`src/rtl/pcileech_reset_sequencer_if.sv`:
```
// Reset sequencer bus: host sideband inputs and
// ordered reset / WAKE# / status outputs.
interface pcileech_reset_sequencer_if;
  logic       soft_rst_req;
  logic       pcie_present;
  logic       pcie_perst_n;
  logic       wake_req;
  logic       rst_com;
  logic       ft601_rst_n;
  logic       rst_fifo;
  logic       rst_pcie;
  logic       pcie_wake_n;
  logic [2:0] seq_state;
  logic       seq_done;
  logic       led_pwronblink;

  modport master (
    output soft_rst_req,
    output pcie_present,
    output pcie_perst_n,
    output wake_req,
    input  rst_com,
    input  ft601_rst_n,
    input  rst_fifo,
    input  rst_pcie,
    input  pcie_wake_n,
    input  seq_state,
    input  seq_done,
    input  led_pwronblink
  );

  modport slave (
    input  soft_rst_req,
    input  pcie_present,
    input  pcie_perst_n,
    input  wake_req,
    output rst_com,
    output ft601_rst_n,
    output rst_fifo,
    output rst_pcie,
    output pcie_wake_n,
    output seq_state,
    output seq_done,
    output led_pwronblink
  );
endinterface

```
`src/rtl/pcileech_reset_sequencer.sv`:
```
// Ordered COM -> FIFO -> PCIe reset release with
// PERST#/PRSNT tracking, WAKE# pulse and power-on blink.
module pcileech_reset_sequencer #(
  parameter int PARAM_POR_CYCLES   = 64,
  parameter int PARAM_STAGE_GAP    = 8,
  parameter int PARAM_PERST_FILTER = 16,
  parameter int PARAM_WAKE_CYCLES  = 1000,
  parameter int PARAM_BLINK_BIT    = 24
) (
  input logic clk,
  input logic rst,
  pcileech_reset_sequencer_if.slave bus
);

  localparam int STG_MAX =
    (PARAM_POR_CYCLES > PARAM_STAGE_GAP) ?
    PARAM_POR_CYCLES : PARAM_STAGE_GAP;
  localparam int STG_W  = $clog2(STG_MAX + 1);
  localparam int FLT_W  = $clog2(PARAM_PERST_FILTER + 1);
  localparam int WAKE_W = $clog2(PARAM_WAKE_CYCLES + 1);
  localparam int TICK_W = PARAM_BLINK_BIT + 4;

  typedef enum logic [2:0] {
    S_POR        = 3'd0,
    S_COM        = 3'd1,
    S_FIFO       = 3'd2,
    S_WAIT_PERST = 3'd3,
    S_RUN        = 3'd4
  } state_e;

  state_e              state_q, state_d;
  logic [STG_W-1:0]    stg_q, stg_d;
  logic                prs_s1_q, prs_s2_q;
  logic                perst_s1_q, perst_s2_q;
  logic                perst_filt_q, perst_filt_d;
  logic [FLT_W-1:0]    flt_q, flt_d;
  logic                wake_act_q, wake_act_d;
  logic [WAKE_W-1:0]   wake_cnt_q, wake_cnt_d;
  logic [TICK_W-1:0]   tick_q, tick_d;
  logic                rst_com_q, rst_com_d;
  logic                rst_fifo_q, rst_fifo_d;
  logic                rst_pcie_q, rst_pcie_d;
  logic                wake_n_q, wake_n_d;
  logic                done_q, done_d;
  logic                led_q, led_d;
  logic                link_ok;
  logic                stg_end_por;
  logic                stg_end_gap;

  // Filter flips after PARAM_PERST_FILTER stable synced cycles
  always_comb begin
    flt_d        = '0;
    perst_filt_d = perst_filt_q;
    if (perst_s2_q != perst_filt_q) begin
      if (flt_q == FLT_W'(PARAM_PERST_FILTER - 1)) begin
        perst_filt_d = perst_s2_q;
      end else begin
        flt_d = flt_q + FLT_W'(1);
      end
    end
  end

  assign link_ok     = perst_filt_d & prs_s2_q;
  assign stg_end_por = stg_q == STG_W'(PARAM_POR_CYCLES - 1);
  assign stg_end_gap = stg_q == STG_W'(PARAM_STAGE_GAP - 1);

  always_comb begin
    state_d = state_q;
    stg_d   = stg_q;
    case (state_q)
      S_POR: begin
        stg_d = stg_q + STG_W'(1);
        if (stg_end_por) state_d = S_COM;
      end
      S_COM: begin
        stg_d = stg_q + STG_W'(1);
        if (stg_end_gap) state_d = S_FIFO;
      end
      S_FIFO: begin
        stg_d = stg_q + STG_W'(1);
        if (stg_end_gap)
          state_d = link_ok ? S_RUN : S_WAIT_PERST;
      end
      S_WAIT_PERST: begin
        if (link_ok) state_d = S_RUN;
      end
      S_RUN: begin
        if (!link_ok) state_d = S_WAIT_PERST;
      end
      default: state_d = S_POR;
    endcase
    if (bus.soft_rst_req) state_d = S_POR;
    if (bus.soft_rst_req || state_d != state_q)
      stg_d = '0;
  end

  always_comb begin
    wake_act_d = wake_act_q;
    wake_cnt_d = wake_cnt_q;
    if (wake_act_q) begin
      if (wake_cnt_q == WAKE_W'(PARAM_WAKE_CYCLES - 1))
        wake_act_d = 1'b0;
      else
        wake_cnt_d = wake_cnt_q + WAKE_W'(1);
    end else if (bus.wake_req && prs_s2_q &&
                 (state_q == S_WAIT_PERST ||
                  state_q == S_RUN)) begin
      wake_act_d = 1'b1;
      wake_cnt_d = '0;
    end
    if (state_d == S_POR || !prs_s2_q)
      wake_act_d = 1'b0;
  end

  always_comb begin
    tick_d = tick_q;
    if (!tick_q[TICK_W-1]) tick_d = tick_q + TICK_W'(1);
    led_d      = tick_d[PARAM_BLINK_BIT] &
                 ~tick_d[TICK_W-1];
    rst_com_d  = state_d == S_POR;
    rst_fifo_d = state_d == S_POR || state_d == S_COM;
    rst_pcie_d = state_d != S_RUN;
    done_d     = state_d == S_RUN;
    wake_n_d   = ~wake_act_d;
  end

  always_ff @(posedge clk) begin
    if (rst) begin
      state_q      <= S_POR;
      stg_q        <= '0;
      prs_s1_q     <= 1'b0;
      prs_s2_q     <= 1'b0;
      perst_s1_q   <= 1'b0;
      perst_s2_q   <= 1'b0;
      perst_filt_q <= 1'b0;
      flt_q        <= '0;
      wake_act_q   <= 1'b0;
      wake_cnt_q   <= '0;
      tick_q       <= '0;
      rst_com_q    <= 1'b1;
      rst_fifo_q   <= 1'b1;
      rst_pcie_q   <= 1'b1;
      wake_n_q     <= 1'b1;
      done_q       <= 1'b0;
      led_q        <= 1'b0;
    end else begin
      state_q      <= state_d;
      stg_q        <= stg_d;
      prs_s1_q     <= bus.pcie_present;
      prs_s2_q     <= prs_s1_q;
      perst_s1_q   <= bus.pcie_perst_n;
      perst_s2_q   <= perst_s1_q;
      perst_filt_q <= perst_filt_d;
      flt_q        <= flt_d;
      wake_act_q   <= wake_act_d;
      wake_cnt_q   <= wake_cnt_d;
      tick_q       <= tick_d;
      rst_com_q    <= rst_com_d;
      rst_fifo_q   <= rst_fifo_d;
      rst_pcie_q   <= rst_pcie_d;
      wake_n_q     <= wake_n_d;
      done_q       <= done_d;
      led_q        <= led_d;
    end
  end

  assign bus.rst_com        = rst_com_q;
  assign bus.ft601_rst_n    = ~rst_com_q;
  assign bus.rst_fifo       = rst_fifo_q;
  assign bus.rst_pcie       = rst_pcie_q;
  assign bus.pcie_wake_n    = wake_n_q;
  assign bus.seq_state      = state_q;
  assign bus.seq_done       = done_q;
  assign bus.led_pwronblink = led_q;

endmodule
```
`src/flat_wrapper.sv`:
```
// flat-port wrapper written by rule: the top's interface ports become plain ports
module pcileech_reset_sequencer_flat 
#(
  parameter int PARAM_POR_CYCLES   = 64,
  parameter int PARAM_STAGE_GAP    = 8,
  parameter int PARAM_PERST_FILTER = 16,
  parameter int PARAM_WAKE_CYCLES  = 1000,
  parameter int PARAM_BLINK_BIT    = 24
)
  (clk, rst, bus_soft_rst_req, bus_pcie_present, bus_pcie_perst_n, bus_wake_req, bus_rst_com, bus_ft601_rst_n, bus_rst_fifo, bus_rst_pcie, bus_pcie_wake_n, bus_seq_state, bus_seq_done, bus_led_pwronblink);
  pcileech_reset_sequencer_if bus_i ();
  input logic clk;
  input logic rst;
  input wire logic [$bits(bus_i.soft_rst_req)-1:0] bus_soft_rst_req;
  input wire logic [$bits(bus_i.pcie_present)-1:0] bus_pcie_present;
  input wire logic [$bits(bus_i.pcie_perst_n)-1:0] bus_pcie_perst_n;
  input wire logic [$bits(bus_i.wake_req)-1:0] bus_wake_req;
  output wire logic [$bits(bus_i.rst_com)-1:0] bus_rst_com;
  output wire logic [$bits(bus_i.ft601_rst_n)-1:0] bus_ft601_rst_n;
  output wire logic [$bits(bus_i.rst_fifo)-1:0] bus_rst_fifo;
  output wire logic [$bits(bus_i.rst_pcie)-1:0] bus_rst_pcie;
  output wire logic [$bits(bus_i.pcie_wake_n)-1:0] bus_pcie_wake_n;
  output wire logic [$bits(bus_i.seq_state)-1:0] bus_seq_state;
  output wire logic [$bits(bus_i.seq_done)-1:0] bus_seq_done;
  output wire logic [$bits(bus_i.led_pwronblink)-1:0] bus_led_pwronblink;
  assign bus_i.soft_rst_req = bus_soft_rst_req;
  assign bus_i.pcie_present = bus_pcie_present;
  assign bus_i.pcie_perst_n = bus_pcie_perst_n;
  assign bus_i.wake_req = bus_wake_req;
  assign bus_rst_com = bus_i.rst_com;
  assign bus_ft601_rst_n = bus_i.ft601_rst_n;
  assign bus_rst_fifo = bus_i.rst_fifo;
  assign bus_rst_pcie = bus_i.rst_pcie;
  assign bus_pcie_wake_n = bus_i.pcie_wake_n;
  assign bus_seq_state = bus_i.seq_state;
  assign bus_seq_done = bus_i.seq_done;
  assign bus_led_pwronblink = bus_i.led_pwronblink;
  pcileech_reset_sequencer #(.PARAM_POR_CYCLES(PARAM_POR_CYCLES), .PARAM_STAGE_GAP(PARAM_STAGE_GAP), .PARAM_PERST_FILTER(PARAM_PERST_FILTER), .PARAM_WAKE_CYCLES(PARAM_WAKE_CYCLES), .PARAM_BLINK_BIT(PARAM_BLINK_BIT)) u_core (.clk(clk), .rst(rst), .bus(bus_i));
endmodule
```
`config.mk`:
```
export PLATFORM = sky130hd
export DESIGN_NAME = pcileech_reset_sequencer_flat
export DESIGN_NICKNAME = d
export VERILOG_FILES = /design/src/rtl/pcileech_reset_sequencer_if.sv /design/src/rtl/pcileech_reset_sequencer.sv /design/src/flat_wrapper.sv
export SDC_FILE = /design/constraint.sdc
export NUM_CORES = 1
export LEC_CHECK = 0
export CAP_MARGIN = 20
export CORE_ASPECT_RATIO = 1.5
export CORE_MARGIN = 1.5
export CORE_UTILIZATION = 58
export DETAILED_ROUTE_END_ITERATION = 6
export MAX_ROUTING_LAYER = met4
export PLACE_DENSITY_LB_ADDON = 0.12
export SYNTH_ARGS = -nofsm -noshare
export SYNTH_HDL_FRONTEND = slang
export SYNTH_SLANG_ARGS = --single-unit
```
`constraint.sdc`:
```
create_clock -name clk -period 3.1 [get_ports clk]
set_input_delay 0.31 -clock clk [delete_from_list [all_inputs] [get_ports clk]]
set_output_delay 0.31 -clock clk [all_outputs]
set_load 0.05 [all_outputs]
```
==> impl_metrics.json, run 1 <==
{
  "finalSetupViolCount": 0,
  "syn_nets": 327,
  "finish.instance_area_um2": 3320,
  "clock.fmax_mhz": 430,
  "ctsHoldBuffers": 0,
  "placed_cell_area_um2": 3060,
  "post_cts_resized": 0,
  "vdd_drop_max_v": 0.000330,
  "synthArstFlopShare_pct": 0,
  "place_congestion": 0.928,
  "synth_common_cells": "65 x dfxtp_1, 56 x nor2_1, 31 x xor2_1",
  "rsz0062_at_grt": "no",
  "post_drt_via_cell_ratio": 5.57,
  "grt_util_met3_pct": 3.95,
  "cp.required_ps": 3330,
  "synth-seq-cells": 65,
  "hpwl_um": 3720,
  "setup_ws_ps": 776,
  "syn_area_per_cell_um2": 8.98,
  "drive_above_1_share_pct": 7.92,
  "clockBufferDepth": 2,
  "crit_arrival_ps": 2560,
  "yosysUniqueCellTypes": 45,
  "ys.warnings.count": 0,
  "synth_edf_count": 0,
  "r2r-end": "u_core.wake_act_q",
  "grt_pass1_vias": 2186,
  "grt_max_degree": 46,
  "fin_crit_ps": 2320,
  "drc": 0,
  "fin_crit_sh_pct": 75.0,
  "ant_nets": 0,
  "cap_violations": 0,
  "rrSetupSlack_ps": 780,
  "worst_skew_pair.late_latency_ps": 340,
  "relSlewSlack_pct": 42.8,
  "status": "finished, final reports clean",
  "rows": 31,
  "vias": 2267,
  "worstSetupPathType": "reg2reg",
  "start_util_pct": 59.5,
  "p_leak_uw": 0.00119,
  "cts_buffers": 9,
  "ios": 16,
  "cts_tree": "done",
  "final_nets": 347,
  "path_max_fanout": 8,
  "holdPathEnd": "u_core.perst_s2_q",
  "synthCells": 316,
  "drv_slew": 0,
  "synth_largest_area_cell": "dfxtp_1",
  "synth_flop_cell": "dfxtp_1",
  "r2r-start": "u_core.flt_q[0]",
  "die_y_um": 88.7,
  "cts_setup_buffers": 0,
  "crit_path_start_kind": "flip-flop",
  "routedWlPerCell_um": 13.3,
  "min_from": "u_core.perst_s1_q",
  "drt-total-wl_um": 5410,
  "yosysSeqAreaShare_pct": 45.9,
  "top_usage_layer": "met2",
  "synthMostInstantiatedCell": "dfxtp_1",
  "holdPathStages": 1,
  "synth_area_leaders": "dfxtp_1 46%, xor2_1 9.6%, nor2_1 7.4%, nand4_1 3.7%, ha_1 2.2%",
  "dr.pass1.iters": 4,
  "powerDensity_nw_per_um2": 538,
  "netlist.area_leader.share_pct": 45.9,
  "finClkSkew_ps": 9.83,
  "dp_slack_ps": 786,
  "cts-root-buf": "clkbuf_8",
  "grt_usage_pct": 23.7,
  "synthesis.area_um2": 2840,
  "finalHoldViolCount": 0,
  "port_buffers": 15,
  "drt_iter0_markers": 109,
  "area_delta_synth_final_pct": 16.9,
  "cts_max_level": 3,
  "min_path_type": "reg2reg",
  "antenna_found_initial": 0,
  "rr_worst_depth": 8,
  "finalSetupTns_ps": 0,
  "use_met1_pct": 23.4,
  "die-area_um2": 5330,
  "grt_pass1_wl_um": 9160,
  "gr-usage-met2_pct": 41.1,
  "clock_sinks": 65,
  "dieWidth_um": 60.1,
  "core_um2": 4770,
  "clk_pin_slew_ps": 70,
  "diodes": 0,
  "critPathCaptureType": "flip-flop",
  "worst_slew_pin_slew_ps": 852,
  "grt_remaining_overflow": 0
}
==> metrics by stage <==
| step | instances | utilization (%) | power (uW) | hold WS [ps] |
|---|---|---|---|---|
| after floorplan | 316 | - | 892 | 398 |
| after global placement | 391 | 64.2 | 906 | 430 |
| after detailed placement | 391 | 64.2 | 907 | 449 |
| after CTS | 407 | 69.5 | 1800 | 465 |
| after global routing | 407 | 69.5 | 1840 | 482 |
| final | 407 | 69.5 | 1780 | 463 |
==> per-layer routing <==
layer  up-vias  part of all wire, %
met1      1047                   41
met3        18                  3.1
met4         0                  3.7
met5         -                    0
met2        46                   52
li1       1156                    -
==> logic make-up after synthesis <==
group	Yosys count	share of synthesized area (%)
compound gates	44	10.9
xor+xnor	38	11.7
fa+ha+maj	5	2.21
buf+inv	18	2.38
flops	65	45.9
mux	3	1.10
simple gates	143	25.8
==> sequential cells by signal (all words and copies together) (netlist names), 3 cells and up <==
name / count
u_core.tick_q: 28
u_core.wake_cnt_q: 10
u_core.stg_q: 7
u_core.flt_q: 5
u_core.bus.seq_state: 3
==> area by class of cell <==
type                    instances  area, um2
clock buffers                  12        155
clock inverters                 4       98.8
fillers                       396       1460
inverters                       8       30.0
multi-input cells             233       1470
flip-flops and latches         65       1300
well taps                      66       82.6
repair buffers                 19        180
==> power breakdown <==
part / internal (uW) / total, uW / switching, uW / leakage [uW]
combinational: 17.3 / 38.1 / 20.8 / 0.000538
sequential: 842 / 850 / 7.18 / 0.000525
clock: 580 / 897 / 317 / 0.000127
==> cell usage in the layout (no fill, tap or decap), types with 2 or more instances in the layout <==
master and instances:
nand2_1 14, or3_1 5, a31oi_1 4, a211oi_2 3, ha_1 5, buf_4 4
a21oi_1 9, clkbuf_8 11, o31ai_1 2, and4_1 4, nor3_1 9, clkdlybuf4s50_1 15
inv_1 8, xnor2_1 7, o31a_1 2, nand4_1 17, and3_1 7, o2111ai_1 2
nor2_1 56, nor3b_1 2, o21ai_0 6, nand4b_1 2, dfxtp_1 65, nand3_1 10
o21a_1 2, nand3b_1 3, mux2i_1 2, bufinv_16 3, or2_2 2, xor2_1 31
o21ai_1 4, a211oi_1 3, nor2b_1 6
==> worst max path at each step <==
stage,from,to,slack [ps]
2_1_floorplan,u_core.bus.seq_state[2],u_core.bus.pcie_wake_n,870
3_3_place_gp,u_core.flt_q[0],u_core.wake_act_q,820
3_5_place_dp,u_core.flt_q[0],u_core.wake_act_q,790
4_1_cts,u_core.flt_q[0],u_core.wake_act_q,770
5_1_grt,u_core.flt_q[0],u_core.bus.rst_fifo,600
6_report,u_core.flt_q[0],u_core.wake_act_q,780
==> critical path, cell delays in order (launching register included) <==
cell	delay (ps)
dfxtp_1	330
ha_1	220
and3_1	180
ha_1	190
mux2_2	260
nand2_1	180
o2111a_1	310
a311o_2	380
o21a_1	170
No activity file was read; power rests on OpenSTA's default activity.
==> run 2, diff against run 1 <==
==> constraint.sdc (replaced) <==
create_clock -name clk -period 2.2 [get_ports clk]
set_input_delay 0.22 -clock clk [delete_from_list [all_inputs] [get_ports clk]]
set_output_delay 0.22 -clock clk [all_outputs]
set_load 0.05 [all_outputs]
==> impl_metrics.json, run 2 (synthesized netlist as in run 1, its figures left out) <==
{
  "min_from": "u_core.prs_s1_q",
  "clk_pin_slew_ps": 70,
  "antenna_found_initial": 0,
  "drc": 0,
  "ctsHoldBuffers": 0,
  "clock_sinks": 65,
  "final_common_cell": "dfxtp_1",
  "min_path_type": "reg2reg",
  "gr-usage-met2_pct": 41.3,
  "core_um2": 4770,
  "finClkSkew_ps": 11.4,
  "whs_ps": 437,
  "drt_iter0_markers": 153,
  "instances_no_fill": 416,
  "cts_tree": "done",
  "crit_path_start_kind": "flip-flop",
  "die-area_um2": 5330,
  "largest-register": "u_core.tick_q",
  "cts_setup_buffers": 0,
  "grt_remaining_overflow": 0,
  "r2r-end": "u_core.wake_act_q",
  "clock.fmax_mhz": 481,
  "cap_violations": 0,
  "fillers": 392,
  "finalHoldViolCount": 0,
  "port_buffers": 15,
  "r2r-start": "u_core.flt_q[0]",
  "p_leak_uw": 0.00121,
  "routedWlPerCell_um": 13.0,
  "hpwl_um": 3740,
  "rsz0062_at_grt": "no",
  "drv_slew": 0,
  "grt_pass1_vias": 2209,
  "grt_max_degree": 46,
  "drt-total-wl_um": 5420,
  "fin_crit_sh_pct": 94.5,
  "vias": 2305,
  "grt_pass1_wl_um": 9280,
  "final_cell_mix": "62 x dfxtp_1, 56 x nor2_1, 31 x xor2_1, 17 x nand4_1, 15 x clkdlybuf4s50_1",
  "clockBufferDepth": 2,
  "dp.cells": 401,
  "powerDensity_nw_per_um2": 634,
  "diodes": 0,
  "holdPathStages": 1,
  "fin_crit_ps": 2080,
  "rr_worst_depth": 8,
  "cts-root-buf": "clkbuf_8",
  "post_drt_via_cell_ratio": 5.54,
  "worst_slew_pin_slew_ps": 505,
  "worstSetupPathType": "reg2reg",
  "place_congestion": 1.04,
  "final_nets": 356,
  "path_max_fanout": 8,
  "dieWidth_um": 60.1,
  "area_delta_synth_final_pct": 17.4,
  "rows": 31,
  "status": "finished, final reports clean",
  "drive_above_1_share_pct": 12.9,
  "cts_buffers": 9,
  "rrSetupSlack_ps": 120,
  "holdPathEnd": "u_core.prs_s2_q",
  "dr.pass1.iters": 4,
  "worst_skew_pair.late_latency_ps": 330,
  "reg_top3": "u_core.tick_q: 28 flops, u_core.wake_cnt_q: 10 flops, u_core.stg_q: 7 flops",
  "critPathCaptureType": "flip-flop",
  "largest_register_ffs": 28,
  "ant_nets": 0,
  "vdd_drop_max_v": 0.000420,
  "finalSetupViolCount": 0,
  "setup_ws_ps": 122,
  "grt_usage_pct": 23.5,
  "start_util_pct": 59.5,
  "top_usage_layer": "met2",
  "cp.required_ps": 2420,
  "use_met1_pct": 24.5,
  "relSlewSlack_pct": 66.3,
  "dp_slack_ps": -20.0,
  "die_y_um": 88.7,
  "crit_arrival_ps": 2300,
  "cts_max_level": 3,
  "ios": 16,
  "grt_util_met3_pct": 5.70
}
[run 2: cell count changes in the layout (fill, tap and decap cells not counted), sizes merged]
| cell | change |
|---|---|
| bufinv | -3 |
| clkinvlp | +2 |
| clkbuf | -3 |
| clkinv | +4 |
| buf | +9 |
[run 2: repair_timing]
item / CTS / global route
gates resized for setup: 2 / 7
pin swaps: 0 / 3
gates cloned: 0 / 0
setup endpoints to repair: 1 / 7
[run 2: through the flow]
| step | total power [uW] | utilization [%] | instance area, um2 | setup TNS (ps) |
|---|---|---|---|---|
| 5_1_grt | 2220 | 69.8 | 3330 | 0 |
| 4_1_cts | 2140 | 69.5 | 3320 | 0 |
| 2_1_floorplan | 1260 | - | 2840 | 0 |
| 3_3_place_gp | 1280 | 65.8 | 3140 | 0 |
| 3_5_place_dp | 1280 | 65.8 | 3140 | -20.0 |
| 6_report | 2110 | 69.8 | 3330 | 0 |
[run 2: worst max path at each step]
stage                               start                 to  slack [ps]
after floorplan           u_core.flt_q[0]  u_core.wake_act_q          30
after global placement    u_core.flt_q[0]  u_core.wake_act_q          30
after detailed placement  u_core.flt_q[0]  u_core.wake_act_q         -20
after CTS                 u_core.flt_q[0]  u_core.wake_act_q          10
after global routing      u_core.flt_q[0]  u_core.wake_act_q          10
final                     u_core.flt_q[0]  u_core.wake_act_q         120
[run 2: final cells by class]
cell class                 count  area [um2]  share of cell area (%)
tap                           66        82.6                    2.48
clock inverter                 7        47.5                    1.43
clock buffer                   9         124                    3.72
multi-input combinational    233        1490                    44.9
timing repair buffer          28         248                    7.44
inverter                       8        30.0                   0.902
sequential                    65        1310                    39.2
[run 2: worst max-delay path: stages, from the launching register on]
cell	delay [ps]
dfxtp_2	320
ha_2	180
and3_1	180
ha_2	190
mux2_4	230
nand2_4	80
a221oi_1	460
a211oi_2	120
o21a_1	210
[run 2: per-layer routing]
layer / wire, um / share of wire [%]
met1: 2360 / 44
met3: 118 / 2.2
met4: 59 / 1.1
met5: 0 / 0
met2: 2880 / 53
[run 2: power by group]
part           switching, uW  internal, uW
sequential              10.1          1190
combinational           30.6          25.1
clock                    455           405
total                    495          1620
==> run 3, diff against run 2 <==
--- a/config.mk
+++ b/config.mk
@@ -7,7 +7,7 @@
 export LEC_CHECK = 0
 export CAP_MARGIN = 20
 export CORE_ASPECT_RATIO = 1.5
-export CORE_MARGIN = 1.5
+export CORE_MARGIN = 4
 export CORE_UTILIZATION = 58
 export DETAILED_ROUTE_END_ITERATION = 6
 export MAX_ROUTING_LAYER = met4
==> impl_metrics.json, run 3 (synthesized netlist as in run 1, its figures left out) <==
{
  "status": "finished, final reports clean",
  "cts_max_level": 3,
  "cts_buffers": 9,
  "cap_violations": 0,
  "post_drt_via_cell_ratio": 5.62,
  "core_um2": 4620,
  "grt_pass1_wl_um": 9600,
  "largest-register": "u_core.tick_q",
  "rr_worst_depth": 9,
  "cts-root-buf": "clkbuf_8",
  "die-area_um2": 6100,
  "ant_nets": 0,
  "drc": 0,
  "area_delta_synth_final_pct": 19.4,
  "grt_pass1_vias": 2269,
  "whs_ps": 441,
  "finalHoldViolCount": 0,
  "min_from": "u_core.prs_s1_q",
  "drive_above_1_share_pct": 11.9,
  "seq_power_share_pct": 49.0,
  "clockBufferDepth": 2,
  "die_y_um": 93.7,
  "powerDensity_nw_per_um2": 722,
  "diodes": 0,
  "crit_path_start_kind": "flip-flop",
  "final_cell_mix": "62 x dfxtp_1, 56 x nor2_1, 31 x xor2_1, 17 x nand4_1, 15 x clkdlybuf4s50_1",
  "final_nets": 353,
  "dieWidth_um": 65.1,
  "drt_iter0_markers": 142,
  "vdd_drop_max_v": 0.000597,
  "r2r-end": "u_core.wake_act_q",
  "comb_power_share_pct": 2.3,
  "r2r-start": "u_core.flt_q[0]",
  "p_sw_uw": 461,
  "fin_crit_sh_pct": 96.7,
  "start_util_pct": 61.4,
  "clk_pin_slew_ps": 70,
  "path_max_fanout": 5,
  "port_buffers": 15,
  "clock_sinks": 65,
  "rows": 30,
  "drt-total-wl_um": 5270,
  "worst_skew_pair.late_latency_ps": 340,
  "reg_top3": "u_core.tick_q: 28 flops, u_core.wake_cnt_q: 10 flops, u_core.stg_q: 7 flops",
  "critPathCaptureType": "flip-flop",
  "worstSetupPathType": "reg2reg",
  "fillers": 355,
  "largest_register_ffs": 28,
  "grt_max_degree": 46,
  "holdPathEnd": "u_core.prs_s2_q",
  "worst_slew_pin_slew_ps": 529,
  "hpwl_um": 3650,
  "drv_slew": 0,
  "pwr-share-clk_pct": 48.7,
  "holdPathStages": 1,
  "finClkSkew_ps": 8.85,
  "ios": 16,
  "antenna_found_initial": 0,
  "routedWlPerCell_um": 12.9,
  "rrSetupSlack_ps": 70,
  "cts_setup_buffers": 0,
  "final_common_cell": "dfxtp_1",
  "cp.required_ps": 2430,
  "grt_remaining_overflow": 0,
  "finalSetupTns_ps": 0,
  "finalSetupViolCount": 0,
  "p_leak_uw": 0.00123,
  "grt_usage_pct": 20.5,
  "p_int_uw": 1980,
  "dr.pass1.iters": 4,
  "place_congestion": 0.815,
  "min_path_type": "reg2reg",
  "crit_arrival_ps": 2350,
  "cts_tree": "done",
  "clock.fmax_mhz": 470,
  "relSlewSlack_pct": 64.4,
  "fin_crit_ps": 2130,
  "vias": 2297,
  "swShare_pct": 18.9
}
==> run 3: cell count changes in the layout (fill, tap and decap cells not counted), moves of 2 or more <==
cell	before	now
bufinv_16	0	3
clkinvlp_4	2	0
clkinv_4	2	0
buf_4	13	10
clkinv_2	3	0
==> run 3: final cells by class <==
cell class                      count  area, um2  share of cell area [%]
Clock buffer                       11        141                    4.17
Inverter                            8       30.0                   0.887
Sequential cell                    65       1310                    38.5
Tap cell                           64       80.1                    2.36
Clock inverter                      3       90.1                    2.66
Multi-Input combinational cell    233       1520                    44.7
Timing Repair Buffer               25        225                    6.65
==> run 3: metal layers <==
metal	vias to the layer above	part of all wire (%)	track usage [%]
li1	1172	-	-
met3	10	4.5	5.75
met1	1073	42	21.1
met2	42	52	36.1
met5	-	0	-
met4	0	1.8	8.48
==> run 3: worst max-delay path, stage by stage (launching register included) <==
cell	delay [ps]
dfxtp_2	320
ha_2	170
and3_4	180
ha_4	150
mux2_4	330
nand2_4	100
buf_4	130
a211oi_2	50
a311o_2	400
o21a_1	180
==> run 3: power by group through the flow <==
stage	clock (uW)	combinational, uW	sequential, uW
after floorplan	0	35.2	1220
after global placement	0	54.1	1220
after detailed placement	0	54.5	1220
after CTS	1220	55.4	1200
after global routing	1260	62.8	1200
final	1190	55.4	1200
==> run 3: metrics by stage <==
| step | instances | instance area, um2 | worst slack, ps | power [uW] | util [%] |
|---|---|---|---|---|---|
| final | 409 | 3390 | 73.2 | 2450 | 73.4 |
| after global routing | 409 | 3390 | -0.00266 | 2520 | 73.4 |
| after CTS | 409 | 3340 | 0.0893 | 2470 | 72.3 |
| after detailed placement | 395 | 3110 | -1.73 | 1280 | 67.3 |
| after global placement | 395 | 3110 | 30.6 | 1280 | 67.3 |
| after floorplan | 316 | 2840 | 27.1 | 1260 | - |
==> run 3: how the worst max path moves through the flow <==
stage | to | startpoint | slack [ps]
after floorplan | u_core.wake_act_q | u_core.flt_q[0] | 30
after global routing | u_core.wake_act_q | u_core.flt_q[0] | -0.003
after detailed placement | u_core.wake_act_q | u_core.flt_q[0] | -2
after CTS | u_core.wake_act_q | u_core.flt_q[0] | 0.09
final | u_core.wake_act_q | u_core.flt_q[0] | 70
after global placement | u_core.wake_act_q | u_core.flt_q[0] | 30
==> run 3: what timing repair did <==
item                                    4_1_cts  5_1_grt
pin swaps                                     0        1
hold buffers                                  0        0
endpoints found under the setup margin        2       10
gates resized for setup                       1       11
hold endpoints to repair                      0        0
==> edit, RTL diff (settings of run 2) <==
`PARAM_BLINK_BIT` is set to 24 in 2 places; all go to 12.
--- a/src/rtl/pcileech_reset_sequencer.sv
+++ b/src/rtl/pcileech_reset_sequencer.sv
@@ -5,7 +5,7 @@
   parameter int PARAM_STAGE_GAP    = 8,
   parameter int PARAM_PERST_FILTER = 16,
   parameter int PARAM_WAKE_CYCLES  = 1000,
-  parameter int PARAM_BLINK_BIT    = 24
+  parameter int PARAM_BLINK_BIT    = 12
 ) (
   input logic clk,
   input logic rst,
--- a/src/flat_wrapper.sv
+++ b/src/flat_wrapper.sv
@@ -5,7 +5,7 @@
   parameter int PARAM_STAGE_GAP    = 8,
   parameter int PARAM_PERST_FILTER = 16,
   parameter int PARAM_WAKE_CYCLES  = 1000,
-  parameter int PARAM_BLINK_BIT    = 24
+  parameter int PARAM_BLINK_BIT    = 12
 )
   (clk, rst, bus_soft_rst_req, bus_pcie_present, bus_pcie_perst_n, bus_wake_req, bus_rst_com, bus_ft601_rst_n, bus_rst_fifo, bus_rst_pcie, bus_pcie_wake_n, bus_seq_state, bus_seq_done, bus_led_pwronblink);
   pcileech_reset_sequencer_if bus_i ();
Function: same outputs for any inputs over 10 cycles, from zero or initial values and one cycle with rst high; that may be too few to reach the edited logic, so the function may still have changed.
==> edit against run 2 <==
Power decreased by 15%. Final area decreased by 15%. Area after synthesis decreased by 14%. Critical path depth decreased by 1. Worst hold slack improved by 0.0076 ns. Fmax increased by 4.1%. Via count decreased by 9.5%. Clock power decreased by 12%. First-iteration DRC count decreased by 54%. Die area decreased by 13%. Worst setup slack improved by 0.082 ns. Wire length decreased by 12%. Global-route usage decreased by 1.3 points. Sequential cell count decreased by 12. Critical path type unchanged. Largest cell class unchanged.
==> edit: results (changes against run 2) <==
[outcome]
outcome=finished, final reports clean  ; unchanged

[layout]
top_regs=u_core.tick_q: 16 flops, u_core.wake_cnt_q: 10 flops, u_core.stg_q: 7 flops  ; was u_core.tick_q: 28 flops, u_core.wake_cnt_q: 10 flops, u_core.stg_q: 7 flops
layout-drive-gt1-share_pct=11.92  ; was 12.86%
fillers=320  ; was 392
signal_buffers=25  ; was 28
inverters=9  ; was 8
nClkBuffers=5  ; was 9
multi_input_area_share_pct=46.85  ; was 44.85%
buffer_area_share_pct=7.926  ; was 7.438%
clockNetworkAreaShare_pct=4.712  ; was 5.147%

[critical_path]
rr_worst_depth=7  ; was 8
crit_path_max_fanout=3  ; was 8
crit_path_end=u_core.stg_q[4]  ; was u_core.wake_act_q
slowest_stage=dfxtp_1  ; was a221oi_1
slowest_delay_ns=0.36  ; was 0.46 ns

[synth]
syn_area_sq_um=2450  ; was 2836 sq um
synth_cell_types=44  ; was 45
synth_nets=293  ; was 327
synth-seq-area-share_pct=43.31  ; was 45.88%

[cts]
htreeDepth=2  ; was 3
clk_pin_slew_ns=0.09  ; was 0.07 ns
ctsResizeCount=0  ; was 2

[global_routing]
grt_pass1_vias=1880  ; was 2209
met1_usage_pct=24.47  ; was 24.54%
use_met3_pct=4.673  ; was 5.702%
grt_max_degree=30  ; was 46
met2_usage_pct=38.47  ; was 41.30%
grt.total_usage_pct=22.23  ; was 23.55%

[place]
dp_hpwl_mm=3.332  ; was 3.741 mm
place_area_sq_um=2683  ; was 3138 sq um
gp_congestion=0.9168  ; was 1.041

[detailed_routing]
met1Wirelength_mm=2.098  ; was 2.360 mm
num_vias=2087  ; was 2305

[pwr]
seq_power_uw=979  ; was 1200 uW
p_leak_uw=0.0009938  ; was 0.001212 uW

[sta]
fin_skew_ns=0.007494  ; was 0.01142 ns

[min_path]
hold_end=u_core.perst_s2_q  ; was u_core.prs_s2_q

==> edit: cell types whose count changed after synthesis, sizes merged, moves of 5 or more <==
cell / before / now
nor2: 56 / 27
a21oi: 9 / 21
nand4: 17 / 9
dfxtp: 65 / 53
nor4: 1 / 8
xor2: 31 / 11
nand2: 14 / 19
a211oi: 6 / 0
nand3: 10 / 16
nor3: 9 / 3
==> edit: cells by family after synthesis <==
logic type	count (synthesis)	synth area share [%]
AO/OA/AOI/OAI	62	16.19
adder cells (fa/ha/maj)	5	2.554
multiplexers	4	1.736
flip-flops	53	43.31
XOR/XNOR	17	6.078
buffers and inverters	22	3.371
AND/OR/NAND/NOR	119	26.76
==> edit: metrics by stage <==
stage,instances,hold WS (ns),power [uW],setup slack (ns)
6_report,347,0.4450,1793,0.2039
3_3_place_gp,339,0.4212,1051,0.2313
2_1_floorplan,282,0.3031,1032,0.1587
4_1_cts,347,0.4418,1810,0.05165
3_5_place_dp,339,0.4303,1053,0.1132
5_1_grt,347,0.4553,1853,0.01389
